File: src/rtl/aor_key_loader_bist_if.sv
// Key-loader / BIST bus for the locked lower-part-OR adder.
// Carries the key stream, the adder operands and the run status.
interface aor_key_loader_bist_if;
  logic        key_load_i;
  logic        key_sdata_i;
  logic        key_svalid_i;
  logic [16:0] result_i;
  logic [15:0] add1_o;
  logic [15:0] add2_o;
  logic [31:0] keyinput_o;
  logic        busy_o;
  logic        done_o;
  logic        pass_o;
  logic [7:0]  fail_count_o;

  modport slave (
    input  key_load_i,
    input  key_sdata_i,
    input  key_svalid_i,
    input  result_i,
    output add1_o,
    output add2_o,
    output keyinput_o,
    output busy_o,
    output done_o,
    output pass_o,
    output fail_count_o
  );

  modport master (
    output key_load_i,
    output key_sdata_i,
    output key_svalid_i,
    output result_i,
    input  add1_o,
    input  add2_o,
    input  keyinput_o,
    input  busy_o,
    input  done_o,
    input  pass_o,
    input  fail_count_o
  );
endinterface

File: src/rtl/aor_key_loader_bist.sv
// Serial key loader plus LFSR BIST for the locked lower-part-OR adder.
// The key is applied atomically; the adder is then checked against a golden model.
module aor_key_loader_bist #(
  parameter int          LOWER_BITS  = 4,
  parameter int          NUM_VECTORS = 16,
  parameter int          SETTLE_CYC  = 2,
  parameter logic [31:0] SEED        = 32'h0000_0001
) (
  input  logic                  clk_i,
  input  logic                  rst_ni,
  aor_key_loader_bist_if.slave  bus
);

  localparam int UW = 17 - LOWER_BITS;
  localparam int HW = (SETTLE_CYC > 1) ? $clog2(SETTLE_CYC) : 1;

  typedef enum logic [1:0] {
    S_IDLE,
    S_SHIFT,
    S_BIST,
    S_DONE
  } state_t;

  state_t         state_q;
  logic [30:0]    sh_q;
  logic [4:0]     bcnt_q;
  logic [31:0]    lfsr_q;
  logic [HW-1:0]  hold_q;
  logic [15:0]    vcnt_q;
  logic [31:0]    key_q;
  logic [15:0]    add1_q;
  logic [15:0]    add2_q;
  logic           busy_q;
  logic           done_q;
  logic           pass_q;
  logic [7:0]     fail_q;

  logic [31:0]           sh_d;
  logic [31:0]           lfsr_d;
  logic [LOWER_BITS-1:0] lo_d;
  logic                  c_d;
  logic [UW-1:0]         up_d;
  logic [16:0]           gold_d;
  logic                  mis_d;
  logic [7:0]            fail_d;
  logic                  last_hold;
  logic                  last_vec;

  assign sh_d   = {sh_q, bus.key_sdata_i};
  assign lfsr_d = {lfsr_q[30:0],
                   lfsr_q[31] ^ lfsr_q[21] ^ lfsr_q[1] ^ lfsr_q[0]};

  // Golden model: OR in the low part, carry-in from the top low bits' AND
  assign lo_d   = add1_q[LOWER_BITS-1:0] | add2_q[LOWER_BITS-1:0];
  assign c_d    = add1_q[LOWER_BITS-1] & add2_q[LOWER_BITS-1];
  assign up_d   = UW'(add1_q[15:LOWER_BITS])
                + UW'(add2_q[15:LOWER_BITS])
                + UW'(c_d);
  assign gold_d = {up_d, lo_d};

  assign mis_d     = (bus.result_i != gold_d);
  assign fail_d    = (mis_d && (fail_q != 8'hFF)) ? fail_q + 8'd1 : fail_q;
  assign last_hold = (hold_q == HW'(SETTLE_CYC - 1));
  assign last_vec  = (vcnt_q == 16'(NUM_VECTORS - 1));

  // Controller FSM with all outputs registered
  always_ff @(posedge clk_i or negedge rst_ni) begin
    if (!rst_ni) begin
      state_q <= S_IDLE;
      sh_q    <= '0;
      bcnt_q  <= '0;
      lfsr_q  <= SEED;
      hold_q  <= '0;
      vcnt_q  <= '0;
      key_q   <= '0;
      add1_q  <= '0;
      add2_q  <= '0;
      busy_q  <= 1'b0;
      done_q  <= 1'b0;
      pass_q  <= 1'b0;
      fail_q  <= '0;
    end else begin
      unique case (state_q)
        S_IDLE, S_DONE: begin
          if (bus.key_load_i) begin
            state_q <= S_SHIFT;
            sh_q    <= '0;
            bcnt_q  <= '0;
            lfsr_q  <= SEED;
            busy_q  <= 1'b1;
            done_q  <= 1'b0;
            pass_q  <= 1'b0;
            fail_q  <= '0;
          end
        end
        S_SHIFT: begin
          if (bus.key_svalid_i) begin
            sh_q   <= sh_d[30:0];
            bcnt_q <= bcnt_q + 5'd1;
            if (bcnt_q == 5'd31) begin
              key_q   <= sh_d;
              state_q <= S_BIST;
              add1_q  <= lfsr_q[31:16];
              add2_q  <= lfsr_q[15:0];
              hold_q  <= '0;
              vcnt_q  <= '0;
            end
          end
        end
        S_BIST: begin
          if (last_hold) begin
            hold_q <= '0;
            fail_q <= fail_d;
            lfsr_q <= lfsr_d;
            if (last_vec) begin
              state_q <= S_DONE;
              busy_q  <= 1'b0;
              done_q  <= 1'b1;
              pass_q  <= (fail_d == 8'd0);
            end else begin
              vcnt_q <= vcnt_q + 16'd1;
              add1_q <= lfsr_d[31:16];
              add2_q <= lfsr_d[15:0];
            end
          end else begin
            hold_q <= hold_q + HW'(1);
          end
        end
        default: state_q <= S_IDLE;
      endcase
    end
  end

  assign bus.add1_o       = add1_q;
  assign bus.add2_o       = add2_q;
  assign bus.keyinput_o   = key_q;
  assign bus.busy_o       = busy_q;
  assign bus.done_o       = done_q;
  assign bus.pass_o       = pass_q;
  assign bus.fail_count_o = fail_q;

endmodule

File: src/flat_wrapper.sv
// flat-port wrapper written by rule: the top's interface ports become plain ports
module aor_key_loader_bist_flat 
#(
  parameter int          LOWER_BITS  = 4,
  parameter int          NUM_VECTORS = 16,
  parameter int          SETTLE_CYC  = 2,
  parameter logic [31:0] SEED        = 32'h0000_0001
)
  (clk_i, rst_ni, bus_key_load_i, bus_key_sdata_i, bus_key_svalid_i, bus_result_i, bus_add1_o, bus_add2_o, bus_keyinput_o, bus_busy_o, bus_done_o, bus_pass_o, bus_fail_count_o);
  aor_key_loader_bist_if bus_i ();
  input  logic clk_i;
  input  logic rst_ni;
  input wire logic [$bits(bus_i.key_load_i)-1:0] bus_key_load_i;
  input wire logic [$bits(bus_i.key_sdata_i)-1:0] bus_key_sdata_i;
  input wire logic [$bits(bus_i.key_svalid_i)-1:0] bus_key_svalid_i;
  input wire logic [$bits(bus_i.result_i)-1:0] bus_result_i;
  output wire logic [$bits(bus_i.add1_o)-1:0] bus_add1_o;
  output wire logic [$bits(bus_i.add2_o)-1:0] bus_add2_o;
  output wire logic [$bits(bus_i.keyinput_o)-1:0] bus_keyinput_o;
  output wire logic [$bits(bus_i.busy_o)-1:0] bus_busy_o;
  output wire logic [$bits(bus_i.done_o)-1:0] bus_done_o;
  output wire logic [$bits(bus_i.pass_o)-1:0] bus_pass_o;
  output wire logic [$bits(bus_i.fail_count_o)-1:0] bus_fail_count_o;
  assign bus_i.key_load_i = bus_key_load_i;
  assign bus_i.key_sdata_i = bus_key_sdata_i;
  assign bus_i.key_svalid_i = bus_key_svalid_i;
  assign bus_i.result_i = bus_result_i;
  assign bus_add1_o = bus_i.add1_o;
  assign bus_add2_o = bus_i.add2_o;
  assign bus_keyinput_o = bus_i.keyinput_o;
  assign bus_busy_o = bus_i.busy_o;
  assign bus_done_o = bus_i.done_o;
  assign bus_pass_o = bus_i.pass_o;
  assign bus_fail_count_o = bus_i.fail_count_o;
  aor_key_loader_bist #(.LOWER_BITS(LOWER_BITS), .NUM_VECTORS(NUM_VECTORS), .SETTLE_CYC(SETTLE_CYC), .SEED(SEED)) u_core (.clk_i(clk_i), .rst_ni(rst_ni), .bus(bus_i));
endmodule
File: config.mk
export PLATFORM = sky130hd
export DESIGN_NAME = aor_key_loader_bist_flat
export DESIGN_NICKNAME = d
export VERILOG_FILES = /design/src/rtl/aor_key_loader_bist_if.sv /design/src/rtl/aor_key_loader_bist.sv /design/src/flat_wrapper.sv
export SDC_FILE = /design/constraint.sdc
export NUM_CORES = 1
export LEC_CHECK = 0
export ABC_CLOCK_PERIOD_IN_PS = 4700
export CORE_ASPECT_RATIO = 1.5
export CORE_MARGIN = 2
export CORE_UTILIZATION = 55
export CTS_CLUSTER_DIAMETER = 50
export DETAILED_ROUTE_END_ITERATION = 8
export GPL_ROUTABILITY_DRIVEN = 0
export PLACE_DENSITY = 0.75
export SETUP_SLACK_MARGIN = 0.4
export SYNTH_ARGS = -nofsm -noshare
export SYNTH_HDL_FRONTEND = slang
export SYNTH_SLANG_ARGS = --single-unit
File: constraint.sdc
create_clock -name clk_i -period 4.7 [get_ports clk_i]
set_clock_uncertainty 0.1 [all_clocks]
set_input_delay 1.175 -clock clk_i [delete_from_list [all_inputs] [get_ports clk_i]]
set_output_delay 1.175 -clock clk_i [all_outputs]
set_load 0.1 [all_outputs]
# Word level (Yosys, flattened, before mapping)
# Index checks and enable logic that the tools add are counted.
# totals
register_bits	162
in_bits	22
output_inout_bits	75
elab_cells	100
# classes
addsub	6
n_eq_ne	13
mux	49
n_bitwise	5
reduce_logical	14
# ops
operator	count
$mux W16	12
$pmux W16 S2	3
$mux W32	2
$pmux W32 S2	1
$mux W31	2
$pmux W31 S2	1
$mux W8	3
$ne A17 B17 Y1	1
$add A16 B1 Y16 const B	1
$eq A16 B4 Y1 const B	1
$pmux W8 S2	1
$add A12 B12 Y13	1
$add A13 B1 Y13	1
$reduce_and A3 Y1	4
$mux W1	11
$mux W2	5
$mux W5	2
$pmux W5 S2	1
$reduce_and A5 Y1	2
$add A8 B1 Y8 const B	1
$logic_not A8 Y1	1
$ne A8 B8 Y1 const B	1
$pmux W1 S2	4
$ne A2 B1 Y1 const B	3
other kinds (15)	22

# Depth between registers and ports, before layout
# logic_depth
ltp_word	9
depth_mapped	14
depth_no_buf	13

# Worst setup path after synthesis
# No wires, ideal clock.
# synth_timing
path_kind	register to register
startpoint	register u_core.add2_q[4], in the netlist u_core.bus.add2_o[4]
endpoint	register u_core.pass_q, in the netlist u_core.bus.pass_o
setup_ns	0.092
arrival_ns	3.420
t_required_ns	4.508
slack_ns	1.089
path_stages_with_launch	15
path_buffers	1
synth_period_minus_slack_ns	3.611
path_cell_list	dfrtp_1 inv_1 fa_1 inv_1 fa_1 a211oi_2 nor4_1 or3_1 o22ai_1 nor4_2 o2111ai_2 buf_6 a211oi_2 o22ai_1 o31ai_2
# synth_between
elab_chain_cells	9
# synth_rtl
item	line_no	rtl
start: declaration	aor_key_loader_bist.sv:32	logic [15:0] add2_q;
start signal: assignment	aor_key_loader_bist.sv:104	add2_q <= lfsr_q[15:0];
start signal: assignment	aor_key_loader_bist.sv:123	add2_q <= lfsr_d[15:0];
$add A12 B12 Y13	aor_key_loader_bist.sv:57	+ UW'(add2_q[15:LOWER_BITS])
$add A13 B1 Y13	aor_key_loader_bist.sv:58	+ UW'(c_d);
$ne A17 B17 Y1	aor_key_loader_bist.sv:61	assign mis_d = (bus.result_i != gold_d);
$logic_and A1 B1 Y1	aor_key_loader_bist.sv:62	assign fail_d = (mis_d && (fail_q != 8'hFF)) ? fail_q + 8'd1 : fail_q;
$mux W8	aor_key_loader_bist.sv:62	
$logic_not A8 Y1	aor_key_loader_bist.sv:119	pass_q <= (fail_d == 8'd0);
$mux W1	aor_key_loader_bist.sv:115	if (last_vec) begin
$mux W1	aor_key_loader_bist.sv:111	if (last_hold) begin
$pmux W1 S2	aor_key_loader_bist.sv:83	unique case (state_q)
end signal: assignment	aor_key_loader_bist.sv:119	
end: declaration	aor_key_loader_bist.sv:35	logic pass_q;
# No other way between the ends. The select of a mux whose other input is x is not followed.
# A chain may end at the register's enable or synchronous reset.

# Worst setup path after layout
# layout_timing
startpoint	register u_core.add2_q[4], in the netlist u_core.bus.add2_o[4]
endpoint	register u_core.fail_q[1], in the netlist u_core.bus.fail_count_o[1]
# layout_between
elab_chain_cells	7
# layout_rtl
item	line_no	rtl
$add A12 B12 Y13	aor_key_loader_bist.sv:57	
$add A13 B1 Y13	aor_key_loader_bist.sv:58	
$ne A17 B17 Y1	aor_key_loader_bist.sv:61	
$logic_and A1 B1 Y1	aor_key_loader_bist.sv:62	
$mux W8	aor_key_loader_bist.sv:62	
$mux W8	aor_key_loader_bist.sv:111	
$pmux W8 S2	aor_key_loader_bist.sv:83	
end signal: assignment	aor_key_loader_bist.sv:113	fail_q <= fail_d;
end: declaration	aor_key_loader_bist.sv:36	logic [7:0] fail_q;
# No other way between the ends. The select of a mux whose other input is x is not followed.

==> summary.txt <==
Drt
  – Initial DRC Count: 267
  – Avg Vias per Cell: around 5.6
  – DRC Markers: 0
  – Drt total wl: ~18 mm
  – Drt first pass iters: 4
  – Vias: approximately 6,400
  – Final ANT Viol Nets: 0
  – DR WL/cell: 15.9 microns

Setup path
  – Critical Path Start Type: register
  – Worst EP required: 4.91 ns
  – CP Cell Sequence: inv_1 -> fa_1 -> inv_1 -> fa_1 -> a211oi_2 -> nor2_1 -> xnor2_1 -> nand4b_1 -> nor4_2 -> o2111ai_2 -> and4_1 -> a21o_1 -> a22o_1
  – Worst-path maximum fanout: 14
  – R2r startpoint: u_core.bus.add2_o[4]
  – Crit-path slowest cell: fa_1
  – Worst Setup SP: u_core.bus.add2_o[4]
  – Reg2Reg Depth: 13
  – Crit Path Class: reg -> reg
  – Critical path's largest stage delay: ~0.44 ns
  – Critical Path AT: 3.97 ns
  – CP endpoint kind: register

GRT
  – Via count of the first global-routing pass: around 6,200
  – Largest net degree at the start of global routing: between 90 and 100
  – Grt ovf: 0
  – Global-route wire length before repair: around 30 mm
  – Gr usage total: 24.8%
  – Initial antenna violation count: 0

Placed design
  – Detail Placement HPWL: ~13 mm
  – DP Cell Count: between 1,000 and 1,500
  – Port-buffer cells: between 90 and 100

Yosys
  – Mapped Area: ~8000 sq um
  – Most frequent cells after synthesis: nand2_1 (199), dfrtp_1 (161), nor2_1 (60), o21ai_0 (57), nand3_1 (49)
  – Synth top area cells: dfrtp_1 (50%), nand2_1 (9.3%), mux2_2 (4.6%)
  – Synth unique cells: 62
  – Main synth FF type: dfrtp_1
  – Count leader, synth: nand2_1
  – Post-Syn Nets: 899
  – Register area share after synthesis: between 50 and 60%
  – Post-synth ARST share: 100%
  – Avg Inst Size Synth: 9.34 sq um
  – EDFF count, synth: 0
  – Synth warn: 0
  – #FFs+latches synth: about 160
  – Post-Synthesis Cells: 857
  – Post-synth top area share: a little over 50%
  – Yosys top cell by area: dfrtp_1

Floorplan
  – # IOs: between 90 and 100
  – Chip height: about 150 microns
  – Die width: between 100 and 150 microns
  – Core box area: ~14,000 sq um
  – Initial core utilization: between 50% and 60%
  – # rows: 54
  – Die area: between 15,000 and 20,000 sq um

Min path
  – Worst Hold Launch: u_core.sh_q[30]
  – Worst hold path class: reg -> reg
  – Hold Crit Depth: 2

Final layout
  – Storage cell area: slightly above 4000 sq um
  – Area occupied by multi-input gates: 3690 sq um
  – Share of cells above drive strength 1: roughly 9.6%
  – Final Core Density: between 60% and 70%
  – # nets final: between 900 and 1,000
  – Layout Cells excl Fill: 1,140
  – Area grow syn2layout: 20.7%
  – Fillers: roughly 1,200
  – Diode count: 0

Power
  – Leakage: 0.00446 uW
  – Pwr dens: ~560 nW/um^2
  – Peak supply drop: 375 uV
  – Power Total: around 5400 uW

CTS
  – CTS hold repair buffers: 0
  – CTS Root Buffer Type: clkbuf_16
  – CTS tree: built
  – TritonCTS Buffers: 17
  – Clock Tree Buf Depth: 2
  – Clock latency on the worst-skew pair: roughly 0.43 ns
  – # H-tree levels: 4
  – Post-CTS sizing: 0
  – Clock sinks: approximately 160
  – Clk pin slew, worst setup/hold paths: approximately 0.07 ns
  – Post-CTS setup buffer count: 0

Run
  – Max Cap Viol: 0

Timing
  – # setup viols final: 0
  – Setup TNS: 0 ns
  – Fin. max-slew vios: 0
  – Final hold slack: roughly 0.39 ns
  – Fmax achieved: around 270 MHz
  – Worst-margin pin slew: about 1.1 ns
  – Tmin final: about 3.8 ns
  – RSZ-0062 raised after global routing: no
  – Fin. Hold Viols: 0
  – Max-slew headroom: between 20 and 30%
  – Crit share post-route: 80.0%

Status
  – Status: completed
## layout make-up
class | instances | area share (%)
Clock buffer | 18 | 4.44
Clock inverter | 14 | 1.42
Inverter | 17 | 0.661
Multi-Input combinational cell | 627 | 38.2
Sequential cell | 162 | 42.0
Tap cell | 196 | 2.54
Timing Repair Buffer | 106 | 10.7
## registers in the layout (all words and copies together) (netlist names)
name / flops
u_core.hold_q: 1
u_core.sh_q: 31
u_core.lfsr_q: 32
u_core.bus.done_o: 1
u_core.vcnt_q: 16
u_core.bus.add2_o: 16
u_core.bus.pass_o: 1
u_core.bus.fail_count_o: 8
u_core.bus.add1_o: 16
u_core.bus.keyinput_o: 32
u_core.bus.busy_o: 1
u_core.bcnt_q: 5
u_core.state_q: 2
## final timing paths
path	end	slack, ns
worst max register to register	u_core.bus.fail_count_o[1]	0.94
worst max-delay path	u_core.bus.fail_count_o[1]	0.94
max in group asynchronous	u_core.bus.add2_o[2]	2.89
worst min register to register	u_core.sh_q[30]	0.39
min in group asynchronous	u_core.sh_q[4]	0.69
worst min-delay path	u_core.sh_q[30]	0.39
## through the flow
stage	cell area [sq um]	worst slack [ns]
2_1_floorplan	8000	1.09
3_3_place_gp	9090	0.744
3_5_place_dp	9090	0.695
4_1_cts	9660	1.00
5_1_grt	9660	0.769
6_report	9660	0.940
## metal layers
| layer | routed length (microns) | vias up | track usage (%) | share of wire, % |
|---|---|---|---|---|
| met5 | 0 | - | 0 | 0 |
| met4 | 700 | 0 | 11.2 | 3.9 |
| met3 | 731 | 29 | 5.18 | 4.0 |
| met2 | 9280 | 130 | 43.9 | 51 |
| met1 | 7390 | 3090 | 28.3 | 41 |
| li1 | - | 3145 | - | - |
## logic make-up after synthesis
kind of cell             after synthesis  synth area share, %
adder cells (fa/ha/maj)               20                 3.31
multiplexers                          42                 5.77
XOR/XNOR                              25                 2.74
flip-flops                           162                 50.7
AO/OA/AOI/OAI                        173                 14.2
buffers and inverters                 68                 3.31
AND/OR/NAND/NOR                      367                 20.0
## worst max-delay path: cells and delay by family (launching register included)
family                     cells  cell delay (ns)
and+or+nand+nor                4             0.88
buffers and inverters          2             0.18
DFF                            1             0.43
adders and majority gates      2             0.72
xor gates and xnor gates       1             0.32
AOI/OAI and AO/OA              4             1.02
## layout by cell type, fill, tap and decap left out, drive strengths merged, types with 7 or more instances in the layout
master | Yosys | routed
ha | 18 | 18
a21o | 7 | 7
mux2i | 9 | 9
a31oi | 38 | 38
buf | 10 | 11
and3 | 9 | 9
inv | 16 | 26
dfrtp | 161 | 161
xnor2 | 14 | 14
xor2 | 11 | 11
nand2 | 199 | 199
clkbuf | 41 | 18
o21ai | 59 | 59
nor3 | 10 | 10
clkdlybuf4s50 | 0 | 95
a21oi | 22 | 22
nand3 | 49 | 49
mux2 | 33 | 33
a22o | 8 | 8
nor2 | 60 | 60
## report_power, final
part | total, uW | switching (uW) | leakage (uW) | internal (uW)
Sequential | 1890 | 265 | 0.00210 | 1620
Combinational | 2210 | 1550 | 0.00209 | 655
Clock | 1330 | 620 | 0.000273 | 706
No activity file was read; power rests on OpenSTA's default activity.
